[src/rtl/alram_arb2_pkg.sv]
// alram_arb2_pkg: requester ids and read-tag type shared by the arbiter slice
package alram_arb2_pkg;
  localparam logic REQ_A = 1'b0;
  localparam logic REQ_B = 1'b1;
  typedef struct packed {
    logic vld;
    logic own;
  } tag_t;
endpackage

[src/rtl/alram_arb2_rr_arb2.sv]
// rr_arb2: two-way arbiter with selectable fixed priority (A wins) or round-robin
module rr_arb2
  import alram_arb2_pkg::*;
(
  input  logic       clk,
  input  logic       rst,
  input  logic [1:0] req,
  input  logic       pri_fixed,
  output logic [1:0] gnt
);
  logic ptr;
  logic both;
  // a sole requester always wins; contention goes to A when fixed, else to the pointer
  always_comb begin
    both = &req;
    gnt[0] = req[0] & (!req[1] | pri_fixed | (ptr == REQ_A));
    gnt[1] = req[1] & !gnt[0];
  end
  // pointer flips only on a contended round-robin grant so the loser goes next
  always_ff @(posedge clk)
    ptr <= rst ? REQ_A : (both && !pri_fixed) ? ~ptr : ptr;
endmodule

[src/rtl/alram_arb2.sv]
// alram_arb2: shares one 2-cycle-latency RAM between requesters A and B
module alram_arb2
  import alram_arb2_pkg::*;
#(
  parameter int WID  = 256,
  parameter int AWID = 5,
  parameter int RLAT = 2
) (
  input  logic            clk,
  input  logic            rst,
  input  logic            cfg_pri,
  input  logic            a_rreq,
  input  logic [AWID-1:0] a_raddr,
  output logic            a_rgnt,
  output logic            a_rvld,
  output logic [WID-1:0]  a_rdata,
  input  logic            a_wreq,
  input  logic [AWID-1:0] a_waddr,
  input  logic [WID-1:0]  a_wdata,
  output logic            a_wgnt,
  input  logic            b_rreq,
  input  logic [AWID-1:0] b_raddr,
  output logic            b_rgnt,
  output logic            b_rvld,
  output logic [WID-1:0]  b_rdata,
  input  logic            b_wreq,
  input  logic [AWID-1:0] b_waddr,
  input  logic [WID-1:0]  b_wdata,
  output logic            b_wgnt,
  output logic [AWID-1:0] ram_ra,
  input  logic [WID-1:0]  ram_rdo,
  output logic [AWID-1:0] ram_wa,
  output logic [WID-1:0]  ram_wdi,
  output logic            ram_we,
  output logic            busy
);
  logic [1:0] rg, wg;
  logic [AWID-1:0] ra_last;
  tag_t tag [RLAT];
  rr_arb2 u_rd (.clk(clk), .rst(rst), .req({b_rreq, a_rreq}), .pri_fixed(cfg_pri), .gnt(rg));
  rr_arb2 u_wr (.clk(clk), .rst(rst), .req({b_wreq, a_wreq}), .pri_fixed(cfg_pri), .gnt(wg));
  // grant fan-out, RAM muxing and read return decode; rvld is masked while in reset
  always_comb begin
    a_rgnt = rg[0];
    b_rgnt = rg[1];
    a_wgnt = wg[0];
    b_wgnt = wg[1];
    ram_ra = rg[0] ? a_raddr : rg[1] ? b_raddr : ra_last;
    ram_we = |wg;
    ram_wa = wg[1] ? b_waddr : a_waddr;
    ram_wdi = wg[1] ? b_wdata : a_wdata;
    a_rdata = ram_rdo;
    b_rdata = ram_rdo;
    a_rvld = tag[RLAT-1].vld & (tag[RLAT-1].own == REQ_A) & !rst;
    b_rvld = tag[RLAT-1].vld & (tag[RLAT-1].own == REQ_B) & !rst;
    busy = 1'b0;
    for (int i = 0; i < RLAT; i++) busy = busy | tag[i].vld;
  end
  // held read address and owner tag shift register matched to the RAM latency
  always_ff @(posedge clk) begin
    ra_last <= rst ? '0 : ram_ra;
    tag[0] <= rst ? '0 : tag_t'{vld: |rg, own: rg[1]};
    for (int i = 1; i < RLAT; i++) tag[i] <= rst ? '0 : tag[i-1];
  end
endmodule
[config.mk]
export PLATFORM = sky130hd
export DESIGN_NAME = alram_arb2
export DESIGN_NICKNAME = d
export VERILOG_FILES = /design/src/rtl/alram_arb2_pkg.sv /design/src/rtl/alram_arb2_rr_arb2.sv /design/src/rtl/alram_arb2.sv
export SDC_FILE = /design/constraint.sdc
export NUM_CORES = 1
export LEC_CHECK = 0
export ABC_AREA = 1
export CORE_AREA = 2 2 614 616
export DETAILED_ROUTE_END_ITERATION = 12
export DIE_AREA = 0 0 616 618
export DONT_BUFFER_PORTS = 1
export GPL_TIMING_DRIVEN = 1
export PLACE_DENSITY = 0.3
export SLEW_MARGIN = 20
export SYNTH_ARGS = -nofsm -noshare
export SYNTH_HDL_FRONTEND = slang
export SYNTH_SLANG_ARGS = --single-unit
[constraint.sdc]
create_clock -name clk -period 1.4 [get_ports clk]
set_input_delay 0.28 -clock clk [delete_from_list [all_inputs] [get_ports clk]]
set_output_delay 0.28 -clock clk [all_outputs]
set_load 0.02 [all_outputs]
==> results.toml <==
[clock_network]
cts_max_level = 1
cts_tree = "built"
insertion_delay_ps = 250
clock-root-buffer = "clkbuf_16"
cts-buffers-inserted = 3
cts_buffer_depth = 2
clkTransAtPathRegs_ps = 50
cts_num_sinks = 11

[placement]
placed_cell_area_um2 = 14300
dpl.hpwl_mm = 298
dp.cells = 6079
gp_congestion = 0.860
numPortBuffers = 0
dpl_worst_slack_ps = -921

[logic_synthesis]
synth_top_area_share_pct = 46.6
synth.top_cells.by_count = "nand2_1, buf_4, nand3_1, buf_2, inv_1"
synthFlopType = "dfxtp_1"
yosysSeqAreaShare_pct = 2.65
syn_area_um2 = 8300
postSynthAreaPerCell_um2 = 5.59
yosysWarningCount = 0
synth_edf_count = 0
async_flop_share_pct = 0
syn_inst = 1484
synth_area_leaders = "buf_4, nand2_1, nand3_1, dfxtp_1, buf_6"
syn_nets = 2279
yosysMostFrequentCell = "nand2_1"
yosys.area.top_type = "buf_4"
synth.distinct_cells = 19
synth_seq_cells = 11

[final_layout]
utilization_pct = 4.26
drive_gt1_share_pct = 51.8
nets = 1901
fin_area_um2 = 15900
syn2layout_area_growth_pct = 92.0
fill_cells = 44400
final_cells = 6177

[power]
clockPowerShare_pct = 8.4
swShare_pct = 58.3
power_density_nw_per_um2 = 434
peakVddDrop_v = 0.000246
power_switching_mw = 4.04
p_int_mw = 2.88
p_leak_nw = 4.73
seq_power_share_pct = 4.9
total_power_mw = 6.92
combPwrFrac_pct = 86.7

[run_status]
status = "finished, violations left"
violations = "setup timing"

[detailed_routing]
drtAntennaViolNets = 0
wl_per_cell_um = 50.5
remaining_drc_errors = 0
vias = 10900
drtPass1Iterations = 8
drt-total-wl_mm = 312
drtIter0Drc = 945
viasPerCell = 1.76

[floorplanning]
die_w_um = 616
dieHeight_um = 618
rows = 225
fp.coreArea_um2 = 374000
die_area_um2 = 381000
start_util_pct = 2.22
ios = 1581

[worst_setup_path]
crit_path_start = "u_wr.ptr$_SDFFE_PP0P_"
worst-r2r-cell-count = 6
cp_top_family = "simple AND/OR/NAND/NOR gates"
critPathMaxStageDelay_ps = 420
reg2reg_to = "ra_last[0]$_SDFF_PP0_"
worstReg2RegStart = "u_rd.ptr$_SDFFE_PP0P_"
worst_ep_arrival_time_ps = 1890
start_kind = "flop"
cp.required_ps = 1120
end_kind = "output port"
critPathBufInv = 2
cp_max_fo = 11
crit_slowest_cell = "nand3_1"
reg2reg_slack_ps = 380
crit_chain = "nand3_4, nand2_8, buf_4, nand3_1, nand2_2, buf_12"
crit_type = "flop to output port"

[hold_path]
min_from = "rst"
min_path_cells = 1
min_path_type = "input port to flop"
min_to = "tag[0][2]$_SDFF_PP0_"

[timing]
slew_viol_final = 0
slew_headroom_pct = 25.2
period_minus_slack_ps = 2170
setup_tns_ps = -156690
hold_violations = 0
setup_violations = 270
finClkSkew_ps = 2.45
worst_pin_slew_ps = 1120
rsz0062_at_grt = "yes"
holdWs_ps = 153
worst_slack_ps = -770
fmax_mhz = 461
fin_crit_sh_pct = 155

[grt]
antenna_found_initial = 262
grt_usage_pct = 15.7
grt_pass1_wl_mm = 333
grt_max_degree = 267
overflow = 0
first_global_vias = 9064

[run]
drv_cap = 0
[metal layers]
metal	track usage, %	vias to the layer above	share of wire (%)
met5	0.821	-	0.29
li1	-	3466	-
met3	20.0	542	27
met2	24.3	2178	44
met1	11.9	4601	26
met4	3.32	92	2.7
[how the worst max path moves through the flow]
stage / endpoint / slack [ps] / cells after the start
2_1_floorplan: ram_wdi[100] / -20 / 5
3_3_place_gp: ram_wdi[229] / -920 / 7
3_5_place_dp: ram_wdi[229] / -920 / 7
4_1_cts: ram_wdi[104] / -720 / 9
5_1_grt: ram_wdi[104] / -760 / 9
6_report: ram_wdi[206] / -770 / 6
[cell type report]
cell class	count	area (µm²)	area share (%)
Tap cell	4994	6250	39.2
Multi-Input combinational cell	842	5080	31.8
Timing Repair Buffer	219	4010	25.1
Sequential cell	11	221	1.39
Antenna cell	78	195	1.22
Inverter	29	111	0.699
Clock buffer	3	75.1	0.471
Clock inverter	1	5.00	0.0314
[cell usage in the layout, fill, tap and decap left out, types with 6 or more instances in the layout]
cell type and count:
nand2_1 250, nand2_2 241, nand3_1 218, buf_12 159, diode_2 78, nand2_4 46
nand3_4 33, buf_4 29, inv_1 27, nor2_1 22, nand3_2 17, buf_6 14
buf_16 13, dfxtp_1 10, nand2_8 7, clkbuf_16 6
[cells by family (layout without fill, tap and decap cells)]
kind of cell	Yosys count	count (layout)	share of synthesized area, %
AND/OR/NAND/NOR	840	840	42.9
buffers and inverters	631	252	54.3
flip-flops	11	11	2.65
AO/OA/AOI/OAI	2	2	0.151
other	0	78	0
[power groups by stage]
stage                     sequential, mW  combinational, mW  clock, mW
after detailed placement           0.346               5.74          0
after global routing               0.342               6.34      0.605
after CTS                          0.340               6.05      0.588
after floorplan                    0.345               4.31          0
final                              0.340               6.00      0.583
after global placement             0.345               5.73          0
[flip-flops by register name, summed over array words and instances (netlist names)]
name      flops
u_rd.ptr      1
tag           4
ra_last       5
u_wr.ptr      1
[repair_timing]
item,4_1_cts,5_1_grt
gates resized for setup,173,91
setup buffers,12,0
setup endpoints to repair,270,270
gates cloned,2,3
hold buffers,0,0
pin swaps,37,25
Note: power is estimated with default switching activity, not from simulation.
